<file path="src/rtl/mem_port_sequencer.sv">
// Two-requester round-robin front end for the 1024x12 word memory.
// Sequences address load, half commits and registered reads on a narrow port.
module mem_port_sequencer #(
  parameter int ADDR_W = 10,
  parameter int DATA_W = 12
) (
  input  logic              clk,
  input  logic              rst,
  input  logic              a_req_valid,
  output logic              a_req_ready,
  input  logic              a_req_write,
  input  logic [ADDR_W-1:0] a_req_addr,
  input  logic [DATA_W-1:0] a_req_wdata,
  output logic              a_rsp_valid,
  output logic [DATA_W-1:0] a_rsp_rdata,
  input  logic              b_req_valid,
  output logic              b_req_ready,
  input  logic              b_req_write,
  input  logic [ADDR_W-1:0] b_req_addr,
  input  logic [DATA_W-1:0] b_req_wdata,
  output logic              b_rsp_valid,
  output logic [DATA_W-1:0] b_rsp_rdata,
  output logic              mem_read_write,
  output logic              mem_write_commit,
  output logic [ADDR_W-1:0] mem_addr_data,
  input  logic [DATA_W-1:0] mem_result
);

  localparam int HALF_W = DATA_W / 2;

  localparam logic [2:0] IDLE     = 3'd0;
  localparam logic [2:0] WR_ADDR  = 3'd1;
  localparam logic [2:0] WR_LO    = 3'd2;
  localparam logic [2:0] WR_HI    = 3'd3;
  localparam logic [2:0] WR_ACK   = 3'd4;
  localparam logic [2:0] RD_ISSUE = 3'd5;
  localparam logic [2:0] RD_CAPT  = 3'd6;

  logic [2:0]        state;
  logic              ptr_b;
  logic              cap_b;
  logic              cap_write;
  logic [ADDR_W-1:0] cap_addr;
  logic [DATA_W-1:0] cap_wdata;
  logic [DATA_W-1:0] a_hold;
  logic [DATA_W-1:0] b_hold;

  logic              grant_a;
  logic              grant_b;
  logic              accept;
  logic              rsp_pulse;
  logic [DATA_W-1:0] rsp_data;

  // Round-robin grant: a lone requester wins, a tie goes to the pointer.
  always_comb begin
    grant_b = b_req_valid & (~a_req_valid | ptr_b);
    grant_a = a_req_valid & ~grant_b;
  end

  assign a_req_ready = ~rst & (state == IDLE) & grant_a;
  assign b_req_ready = ~rst & (state == IDLE) & grant_b;
  assign accept      = a_req_ready | b_req_ready;

  // Sequencer state, captured request and per-requester held read data.
  always_ff @(posedge clk) begin
    if (rst) begin
      state     <= IDLE;
      ptr_b     <= 1'b0;
      cap_b     <= 1'b0;
      cap_write <= 1'b0;
      cap_addr  <= '0;
      cap_wdata <= '0;
      a_hold    <= '0;
      b_hold    <= '0;
    end else begin
      case (state)
        IDLE: begin
          if (accept) begin
            cap_b     <= grant_b;
            cap_write <= grant_b ? b_req_write : a_req_write;
            cap_addr  <= grant_b ? b_req_addr : a_req_addr;
            cap_wdata <= grant_b ? b_req_wdata : a_req_wdata;
            ptr_b     <= ~grant_b;
            if (grant_b ? b_req_write : a_req_write) state <= WR_ADDR;
            else state <= RD_ISSUE;
          end
        end
        WR_ADDR: state <= WR_LO;
        WR_LO:   state <= WR_HI;
        WR_HI:   state <= WR_ACK;
        WR_ACK: begin
          if (cap_b) b_hold <= '0;
          else a_hold <= '0;
          state <= IDLE;
        end
        RD_ISSUE: state <= RD_CAPT;
        RD_CAPT: begin
          if (cap_b) b_hold <= mem_result;
          else a_hold <= mem_result;
          state <= IDLE;
        end
        default: state <= IDLE;
      endcase
    end
  end

  // Memory port drive decoded from registered state only.
  always_comb begin
    mem_read_write   = 1'b0;
    mem_write_commit = 1'b0;
    mem_addr_data    = '0;
    if (!rst) begin
      case (state)
        WR_ADDR: mem_addr_data = cap_addr;
        WR_LO: begin
          mem_write_commit            = 1'b1;
          mem_addr_data[HALF_W-1:0]   = cap_wdata[HALF_W-1:0];
        end
        WR_HI: begin
          mem_write_commit            = 1'b1;
          mem_addr_data[HALF_W]       = 1'b1;
          mem_addr_data[HALF_W-1:0]   = cap_wdata[DATA_W-1:HALF_W];
        end
        RD_ISSUE: begin
          mem_read_write = 1'b1;
          mem_addr_data  = cap_addr;
        end
        default: mem_addr_data = '0;
      endcase
    end
  end

  // Response pulse to the captured requester; rdata holds between pulses.
  always_comb begin
    rsp_pulse = ~rst & ((state == WR_ACK) | (state == RD_CAPT));
    rsp_data  = (state == RD_CAPT) ? mem_result : '0;
    a_rsp_valid = rsp_pulse & ~cap_b;
    b_rsp_valid = rsp_pulse & cap_b;
    a_rsp_rdata = rst ? '0 : (a_rsp_valid ? rsp_data : a_hold);
    b_rsp_rdata = rst ? '0 : (b_rsp_valid ? rsp_data : b_hold);
  end

  logic unused;
  assign unused = cap_write;

endmodule

</file>
<file path="config.mk">
export PLATFORM = sky130hd
export DESIGN_NAME = mem_port_sequencer
export DESIGN_NICKNAME = d
export VERILOG_FILES = /design/src/rtl/mem_port_sequencer.sv
export SDC_FILE = /design/constraint.sdc
export NUM_CORES = 1
export LEC_CHECK = 0
export CAP_MARGIN = 20
export CELL_PAD_IN_SITES_DETAIL_PLACEMENT = 0
export CELL_PAD_IN_SITES_GLOBAL_PLACEMENT = 1
export CORE_MARGIN = 1
export CORE_UTILIZATION = 31
export DETAILED_ROUTE_END_ITERATION = 6
export GPL_ROUTABILITY_DRIVEN = 0
export HOLD_SLACK_MARGIN = 0.03
export PLACE_DENSITY_LB_ADDON = 0.1
export SLEW_MARGIN = 0
export SYNTH_ARGS = -nofsm -noshare
export SYNTH_HDL_FRONTEND = slang
export SYNTH_SLANG_ARGS = --single-unit
export TNS_END_PERCENT = 10
</file>
<file path="constraint.sdc">
create_clock -name clk -period 2.3 [get_ports clk]
set_input_delay 0.46 -clock clk [delete_from_list [all_inputs] [get_ports clk]]
set_output_delay 0.46 -clock clk [all_outputs]
set_load 0.005 [all_outputs]
</file>
==> impl_metrics.py, run 1 <==
metrics = {
    "outcome": {
        "run_status": "finished, violations left",
        "violations": "negative setup slack",
    },
    "drt": {
        "post_drt_wl_per_cell_um": 14.98,
        "wl_met1_mm": 3.430,
        "top_layer_used": "met4",
        "drc": 0,
        "drt_iter0_drc": 55,
        "met3WireLength_um": 369,
        "vias_per_cell": 5.334,
        "wl_met2_mm": 3.474,
        "drt_first_pass_iters": 4,
        "via_count": 2635,
        "wl_mm": 7.402,
        "route.antenna.remaining_nets": 0,
    },
    "clock_network": {
        "cts_hold_buf": 0,
        "cts_buffer_depth": 2,
        "cts_tree": "built",
        "cts-buffers-inserted": 5,
        "clk-insertion-delay-late_ns": 0.30,
        "htreeDepth": 2,
        "cts_root_buf": "clkbuf_8",
        "path_clk_slew_ns": 0.09,
        "clock_sinks": 51,
    },
    "yosys": {
        "synth_top_family_by_area": "compound AO/OA/AOI/OAI gates",
        "synthCells": 288,
        "yosysWarningCount": 0,
        "yosysUniqueCellTypes": 41,
        "ys_ff_latch": 51,
        "synth-xor-area-share": 0,
        "synth_compound_gate_area_share": 0.3752,
        "syn_area_um2": 2541,
        "synthAdderAreaFrac": 0,
        "synth_mux_area_frac": 0,
        "avgSynthCellArea_um2": 8.824,
        "ys.flop_type": "dfxtp_1",
        "async_reset_ff_frac": 0,
        "yosysSeqAreaShare": 0.4018,
        "synthSimpleGateAreaFrac": 0.1561,
        "synth_edf_count": 0,
        "syn_nets": 350,
    },
    "power": {
        "p_sw_mw": 0.6098,
        "internal_power_mw": 1.512,
        "clock_power_share": 0.266,
        "swShare": 0.2874,
        "vdd_ir_drop_max_mv": 0.2135,
        "pwr-share-comb": 0.268,
        "p_leak_nw": 1.448,
        "power_mw": 2.121,
        "power_density_nw_per_um2": 532.7,
        "p_seq_frac": 0.466,
    },
    "floorplanning": {
        "die_area_um2": 8564,
        "initial_core_util": 0.3238,
        "ios": 102,
        "core-area_um2": 7848,
        "rows": 32,
        "fp.dieW_um": 92.54,
        "die-height_um": 92.54,
    },
    "worst_setup_path": {
        "path_buf_inv": 2,
        "cp.depth": 5,
        "critPathLaunchType": "flip-flop",
        "critPathTopFamily": "buffers and inverters",
        "crit_path_cell_trace": "nor3b_4 -> buf_4 -> nand3_1 -> a21oi_2 -> clkdlybuf4s50_1",
        "slowest_stage": "clkdlybuf4s50_1",
        "worstPathArrival_ns": 1.92,
        "critPathMaxStageDelay_ns": 0.51,
        "required_ns": 1.84,
        "crit_type": "reg2out",
        "crit_fanout": 10,
        "cp-end-kind": "output port",
        "reg2reg_depth": 6,
    },
    "sta": {
        "fin_crit_sh": 1.033,
        "finClkSkew_ns": 0.006510,
        "hold_viol": 0,
        "setup_viol": 20,
        "worstMarginPinSlew_ns": 0.4631,
        "fmax_mhz": 420.8,
        "rsz0062_at_grt": "true",
        "finalCriticalPeriod_ns": 2.377,
        "slew_violations": 0,
        "maxSlewHeadroom": 0.6913,
        "fin_ws_ns": -0.07667,
    },
    "final_layout": {
        "area_growth_pct": 56.72,
        "seqCellArea_um2": 1033,
        "finalNetCount": 453,
        "multi_input_area_um2": 1449,
        "antenna_cells": 0,
        "n_fill_cell": 792,
        "drive_above_1_share": 0.1837,
        "post-route-util": 0.5075,
    },
    "worst_hold_path": {
        "hold_path_depth": 2,
        "hp-class": "reg2reg",
    },
    "grt": {
        "gr-usage-all-layers": 0.1735,
        "grt_pass1_vias": 2501,
        "grt_max_degree": 41,
        "grt_pass1_wl_mm": 11.90,
        "overflow": 0,
        "grt_antenna_before_repair": 0,
    },
    "placed_design": {
        "numPortBuffers": 101,
        "hpwl_mm": 5.263,
    },
    "flow_run": {
        "cap_violations": 0,
    },
}
kinds of logic (layout without fill, tap and decap cells):
family,after synthesis,after routing
AO/OA/AOI/OAI,131,131
buffers and inverters,38,142
flip-flops,51,51
AND/OR/NAND/NOR,68,68
worst paths after layout:
kind | from | endpoint | slack, ns
setup / recovery | state[2]$_SDFFE_PP0P_ | a_rsp_rdata[6] | -0.08
hold / removal | a_hold[9]$_SDFFE_PP0P_ | a_hold[9]$_SDFFE_PP0P_ | 0.47
setup reg to reg | state[0]$_SDFFE_PP0P_ | cap_addr[8]$_SDFFE_PP0P_ | 0.58
hold reg to reg | a_hold[9]$_SDFFE_PP0P_ | a_hold[9]$_SDFFE_PP0P_ | 0.47
metrics by stage:
stage / TNS (ns) / area, µm² / std cells / hold slack [ns] / worst slack (ns)
finish: -0.8838 / 3983 / 494 / 0.4650 / -0.07667
global route: -3.115 / 3983 / 494 / 0.4993 / -0.1991
CTS: -1.942 / 3906 / 492 / 0.4692 / -0.1554
detailed placement: 0 / 3769 / 484 / 0.4548 / 0.008748
global placement: 0 / 3769 / 484 / 0.4473 / 0.01838
floorplan: 0 / 2541 / 288 / 0.4404 / 0.3587
placed cells by master (no fill, tap or decap), types with 2 or more instances in the layout:
master and n:
a31oi_2 3, nand3b_1 7, dlygate4sd2_1 11, a22o_1 24
a21oi_2 5, nor3b_1 2, dfxtp_4 3, buf_4 24
nand4b_1 2, nor2_1 5, inv_1 3, a31oi_1 4
o32ai_1 22, a21oi_1 43, buf_2 2, nand2_1 18
dfxtp_1 47, clkdlybuf4s50_1 84, nor2b_2 2, buf_12 3
a211oi_2 7, a211oi_1 15, dlymetal6s2s_1 4, clkbuf_8 7
nand3_1 16
layer usage:
metal,global-route usage,vias to the layer above
met3,0.03777,9
met5,0,-
li1,-,1328
met1,0.2189,1231
met2,0.2920,67
met4,0.05729,0
flip-flops by register name (all words and copies together), names as in the netlist:
register and cells:
a_hold 12, b_hold 12, cap_addr 10, cap_b 1, cap_wdata 12, ptr_b 1, state 3
power by group through the flow:
stage | registers [mW] | clock network (mW) | logic (mW)
floorplan | 0.994 | 0 | 0.299
global placement | 1.00 | 0 | 0.541
global route | 0.997 | 0.620 | 0.618
detailed placement | 1.00 | 0 | 0.548
finish | 0.989 | 0.564 | 0.569
CTS | 0.985 | 0.582 | 0.555
synthesized netlist by cell type, drive strengths merged (2+ instances only):
cell     n  area (µm²)
nand4b   2       17.52
o32ai   22       192.7
nand3   16       80.08
nor3b    4       30.03
nand2   18       67.56
dfxtp   51        1021
nor4bb   2       20.02
nor4     2       27.53
buf     17       90.09
a31oi    7       43.79
nor2     5       18.77
a22o    24       210.2
nor2b    3       18.77
clkbuf  17       65.06
a211oi  22       200.2
nand3b   7       52.55
inv      4       15.01
a21oi   48       240.2
cell type report:
cell class | count | share of cell area
multi-input cells | 199 | 0.3638
repair buffers | 130 | 0.3148
flip-flops and latches | 51 | 0.2595
well taps | 102 | 0.03205
clock buffers | 7 | 0.02419
inverters | 4 | 0.003770
clock inverters | 1 | 0.001885
repair_timing:
action / in CTS / in global routing
resized for setup: 27 / 21
endpoints found under the setup margin: 38 / 32
gates cloned: 0 / 1
buffers inserted: 0 / 1
pin swaps: 3 / 2
worst min-delay path, delay by kind of cell, from the launching register on:
family,cells,cell delay (ns)
AO/OA/AOI/OAI,1,0.05
AND/OR/NAND/NOR,1,0.06
flip-flops,1,0.31
Power figures use the tool's default switching activity.
==> inputs of run 2 (changes only) <==
==> constraint.sdc (replaced) <==
create_clock -name clk -period 2.5 [get_ports clk]
set_input_delay 0.5 -clock clk [delete_from_list [all_inputs] [get_ports clk]]
set_output_delay 0.5 -clock clk [all_outputs]
set_load 0.005 [all_outputs]
==> impl_metrics.py, run 2 (synthesis results as in run 1) <==
metrics = {
    "sta": {
        "fin_ws_ns": 0.04335,
        "maxSlewHeadroom": 0.6874,
        "fmax_mhz": 407.1,
        "finClkSkew_ns": 0.004901,
        "setup_viol": 0,
        "hold_viol": 0,
        "slew_violations": 0,
        "whs_ns": 0.4661,
        "finalCriticalPeriod_ns": 2.457,
        "worstMarginPinSlew_ns": 0.4689,
        "rsz0062_at_grt": "true",
        "fin_crit_sh": 0.9827,
    },
    "worst_setup_path": {
        "critPathLaunchType": "flip-flop",
        "reg2reg_depth": 5,
        "crit_type": "reg2out",
        "worstPathArrival_ns": 1.96,
        "required_ns": 2.00,
        "slowest_stage": "or3b_4",
        "critPathMaxStageDelay_ns": 0.48,
        "crit_fanout": 13,
        "cp-end-kind": "output port",
        "crit_path_cell_trace": "buf_4 -> or3b_4 -> nand2_1 -> a21oi_1 -> clkdlybuf4s50_1",
    },
    "grt": {
        "grt_pass1_wl_mm": 12.03,
        "grt_pass1_vias": 2473,
        "grt_antenna_before_repair": 0,
        "grt_max_degree": 47,
        "overflow": 0,
        "gr-usage-all-layers": 0.1743,
    },
    "clock_network": {
        "path_clk_slew_ns": 0.09,
        "cts_buffer_depth": 2,
        "cts-buffers-inserted": 5,
        "cts_tree": "built",
        "clk-insertion-delay-late_ns": 0.30,
        "clock_sinks": 51,
        "cts_root_buf": "clkbuf_8",
        "htreeDepth": 2,
    },
    "floorplanning": {
        "rows": 32,
        "fp.dieW_um": 92.54,
        "core-area_um2": 7848,
        "die-height_um": 92.54,
        "ios": 102,
        "die_area_um2": 8564,
        "initial_core_util": 0.3238,
    },
    "final_layout": {
        "largestRegisters": "a_hold: 12 flops, b_hold: 12 flops, cap_wdata: 12 flops",
        "seqCellArea_um2": 1031,
        "multi_input_area_um2": 1385,
        "final_cell_mix": "88 x clkdlybuf4s50_1, 48 x a21oi_1, 47 x dfxtp_1, 24 x a22o_1, 22 x o32ai_1",
        "area_growth_pct": 53.03,
        "finalInstanceArea_um2": 3889,
        "post-route-util": 0.4955,
        "n_fill_cell": 802,
        "final_common_cell": "clkdlybuf4s50_1",
        "drive_above_1_share": 0.1260,
        "antenna_cells": 0,
        "finalNetCount": 442,
    },
    "outcome": {
        "run_status": "complete, no violations",
    },
    "power": {
        "clock_power_share": 0.327,
        "power_mw": 2.080,
        "p_seq_frac": 0.438,
        "p_leak_nw": 1.442,
        "pwr-share-comb": 0.236,
        "power_density_nw_per_um2": 534.8,
        "vdd_ir_drop_max_mv": 0.2239,
        "internal_power_mw": 1.516,
        "swShare": 0.2713,
        "p_sw_mw": 0.5642,
    },
    "worst_hold_path": {
        "hp-class": "reg2reg",
        "hold_path_depth": 2,
    },
    "flow_run": {
        "cap_violations": 0,
    },
    "drt": {
        "route.antenna.remaining_nets": 0,
        "drt_first_pass_iters": 4,
        "wl_mm": 7.316,
        "via_count": 2540,
        "post_drt_wl_per_cell_um": 15.15,
        "vias_per_cell": 5.259,
        "drc": 0,
        "drt_iter0_drc": 61,
    },
    "placed_design": {
        "numPortBuffers": 101,
        "place_area_um2": 3694,
        "hpwl_mm": 5.121,
        "pre_cts_slack_ns": 0.08441,
    },
}
[run 2: cell types whose count changed in the layout (fill, tap and decap cells not counted), sizes merged]
cell / delta
dlygate4sd2: -7
clkdlybuf4s50: +4
buf: -11
dlymetal6s2s: +4
bufinv: +2
clkbuf: -3
[run 2: layout make-up]
class                   instances  area share
multi-input cells             199      0.3562
inverters                       4    0.003861
repair buffers                119      0.3069
clock buffers                   5     0.01770
clock inverters                 3     0.01737
flip-flops and latches         51      0.2651
well taps                     102     0.03282
[run 2: worst paths after layout]
| check | endpoint | slack [ns] | from |
|---|---|---|---|
| max reg2reg | ptr_b$_SDFFE_PP0P_ | 0.84 | state[0]$_SDFFE_PP0P_ |
| min reg2reg | a_hold[11]$_SDFFE_PP0P_ | 0.47 | a_hold[11]$_SDFFE_PP0P_ |
| max | a_rsp_rdata[7] | 0.04 | state[0]$_SDFFE_PP0P_ |
| min | a_hold[11]$_SDFFE_PP0P_ | 0.47 | a_hold[11]$_SDFFE_PP0P_ |
[run 2: metal layers]
metal  vias to the layer above  part of all wire  track usage
li1                       1306                 -            -
met1                      1162              0.46       0.2212
met2                        70              0.47       0.2938
met3                         2             0.059      0.04680
met4                         0            0.0049      0.03906
met5                         -                 0            0
[run 2: power groups by stage]
stage          clock network [mW]  logic, mW  registers [mW]
6_report                    0.679      0.491           0.910
5_1_grt                     0.729      0.538           0.918
4_1_cts                     0.698      0.488           0.908
3_5_place_dp                    0      0.484           0.925
3_3_place_gp                    0      0.480           0.924
2_1_floorplan                   0      0.275           0.914
[run 2: through the flow]
stage	TNS, ns	instances
final	0	483
after global routing	-0.3627	483
after CTS	-0.03514	482
after detailed placement	0	474
after global placement	0	474
after floorplan	0	288
[run 2: critical path: cells and delay by family, from the launching register on]
kind / cells / cell delay, ns
AO/OA/AOI/OAI: 1 / 0.08
buffers and inverters: 2 / 0.58
flip-flops: 1 / 0.39
AND/OR/NAND/NOR: 2 / 0.60
[run 2: repair_timing]
item / 4_1_cts / 5_1_grt
gates resized for setup: 10 / 15
pin swaps: 0 / 0
hold buffers: 0 / 0
setup buffers: 0 / 1
endpoints found under the setup margin: 26 / 31
==> inputs of run 3 (changes only) <==
--- a/config.mk
+++ b/config.mk
@@ -5,13 +5,11 @@
 export SDC_FILE = /design/constraint.sdc
 export NUM_CORES = 1
 export LEC_CHECK = 0
-export CAP_MARGIN = 20
 export CELL_PAD_IN_SITES_DETAIL_PLACEMENT = 0
 export CELL_PAD_IN_SITES_GLOBAL_PLACEMENT = 1
 export CORE_MARGIN = 1
 export CORE_UTILIZATION = 31
 export DETAILED_ROUTE_END_ITERATION = 6
-export GPL_ROUTABILITY_DRIVEN = 0
 export HOLD_SLACK_MARGIN = 0.03
 export PLACE_DENSITY_LB_ADDON = 0.1
 export SLEW_MARGIN = 0
==> constraint.sdc (replaced) <==
create_clock -name clk -period 2.5 [get_ports clk]
set_input_delay 0.5 -clock clk [delete_from_list [all_inputs] [get_ports clk]]
set_output_delay 0.5 -clock clk [all_outputs]
set_load 0.02 [all_outputs]
==> impl_metrics.py, run 3 (synthesis results as in run 1) <==
metrics = {
    "sta": {
        "setup_viol": 0,
        "worstMarginPinSlew_ns": 0.4495,
        "finClkSkew_ns": 0.003637,
        "slew_violations": 0,
        "rsz0062_at_grt": "false",
        "fin_crit_sh": 0.9560,
        "fmax_mhz": 418.4,
        "whs_ns": 0.4666,
        "finalCriticalPeriod_ns": 2.390,
        "maxSlewHeadroom": 0.6926,
        "hold_viol": 0,
    },
    "worst_setup_path": {
        "crit_type": "in2out",
        "rr_endpoint": "ptr_b$_SDFFE_PP0P_",
        "rr_startpoint": "state[0]$_SDFFE_PP0P_",
        "crit_fanout": 27,
        "critPathLaunchType": "input port",
        "required_ns": 2.00,
        "cp-end-kind": "output port",
        "worstPathArrival_ns": 1.89,
        "reg2reg_slack_ns": 0.77,
        "reg2reg_depth": 6,
    },
    "power": {
        "p_leak_nw": 1.467,
        "vdd_ir_drop_max_mv": 0.1881,
        "power_density_nw_per_um2": 498.8,
    },
    "drt": {
        "met3WireLength_um": 447,
        "wl_met1_mm": 3.343,
        "top_layer_used": "met4",
        "drt_first_pass_iters": 4,
        "wl_met2_mm": 3.431,
        "drc": 0,
        "route.antenna.remaining_nets": 0,
        "wl_mm": 7.289,
        "post_drt_wl_per_cell_um": 15.00,
        "via_count": 2585,
        "drt_iter0_drc": 54,
        "vias_per_cell": 5.319,
    },
    "final_layout": {
        "finalNetCount": 445,
        "n_fill_cell": 816,
        "multi_input_area_um2": 1364,
        "final_cells": 486,
        "final_common_cell": "clkdlybuf4s50_1",
        "seqCellArea_um2": 1023,
        "largestRegisters": "a_hold: 12 flops, b_hold: 12 flops, cap_wdata: 12 flops",
        "final_cell_mix": "62 x clkdlybuf4s50_1, 49 x dfxtp_1, 48 x a21oi_1, 36 x dlygate4sd2_1, 24 x a22o_1",
        "area_growth_pct": 48.74,
        "drive_above_1_share": 0.1198,
        "antenna_cells": 0,
        "post-route-util": 0.4817,
    },
    "placed_design": {
        "hpwl_mm": 5.182,
        "place.gp.congestion": 0.7715,
        "numPortBuffers": 101,
        "placed_cells": 478,
    },
    "floorplanning": {
        "core-area_um2": 7848,
        "initial_core_util": 0.3238,
        "die_area_um2": 8564,
        "rows": 32,
        "fp.dieW_um": 92.54,
        "ios": 102,
        "die-height_um": 92.54,
    },
    "grt": {
        "grt_max_degree": 47,
        "grt_pass1_wl_mm": 12.21,
        "grt_pass1_vias": 2549,
        "overflow": 0,
        "gr-usage-all-layers": 0.1757,
        "grt_antenna_before_repair": 0,
    },
    "worst_hold_path": {
        "hold_path_depth": 2,
        "hp-class": "reg2reg",
        "whs_endpoint": "a_hold[8]$_SDFFE_PP0P_",
        "hold_start": "a_hold[8]$_SDFFE_PP0P_",
    },
    "clock_network": {
        "cts_tree": "built",
        "htreeDepth": 2,
        "clk-insertion-delay-late_ns": 0.31,
        "path_clk_slew_ns": 0.10,
        "clock_sinks": 51,
        "cts_buffer_depth": 2,
        "cts_hold_buf": 0,
        "post_cts_buffers": 0,
        "cts-buffers-inserted": 5,
        "cts_root_buf": "clkbuf_8",
    },
    "outcome": {
        "run_status": "complete, no violations",
    },
    "flow_run": {
        "cap_violations": 0,
    },
}
run 3: critical path: stages:
cell and delay (ns):
buf_2 0.13, buf_4 0.14, buf_4 0.21, inv_1 0.11, and4_1 0.20, clkdlybuf4s50_1 0.60
run 3: report_power, final:
part	leakage, nW	switching [mW]	internal [mW]
registers	0.416	0.0386	0.869
logic	1.01	0.253	0.243
clock network	0.0402	0.287	0.195
total	1.47	0.578	1.31
run 3: layer usage:
layer  GRT usage  vias up
met3     0.04516        6
li1            -     1312
met2      0.2975       75
met5           0        -
met4     0.04297        0
met1      0.2217     1192
run 3: cell type report:
class,instances,area share
clock inverter,3,0.005296
timing repair buffer,122,0.3072
sequential,51,0.2708
inverter,4,0.003972
tap,102,0.03376
multi-input combinational,199,0.3608
clock buffer,5,0.01821
run 3: repair_timing:
action,4_1_cts,5_1_grt
resized for setup,40,2
setup endpoints to repair,38,2
pin swaps,0,0
run 3: worst max path at each step:
stage | startpoint | to | slack, ns | cells after the start
2_1_floorplan | rst | mem_addr_data[6] | 0.02 | 3
3_3_place_gp | rst | mem_addr_data[6] | 0.01 | 4
3_5_place_dp | b_req_valid | b_req_ready | -0.02 | 4
4_1_cts | state[0]$_SDFFE_PP0P_ | mem_addr_data[7] | 0.01 | 4
5_1_grt | state[2]$_SDFFE_PP0P_ | mem_addr_data[0] | 0.01 | 6
6_report | rst | b_rsp_valid | 0.11 | 6
run 3: stage by stage:
step	total power [mW]	area [µm²]	TNS, ns	setup WS (ns)
after floorplan	1.203	2541	0	0.02489
after global placement	1.424	3724	0	0.01070
after detailed placement	1.430	3724	-0.01687	-0.01687
after CTS	1.910	3775	0	0.01099
after global routing	2.000	3780	0	0.009584
final	1.886	3780	0	0.1100
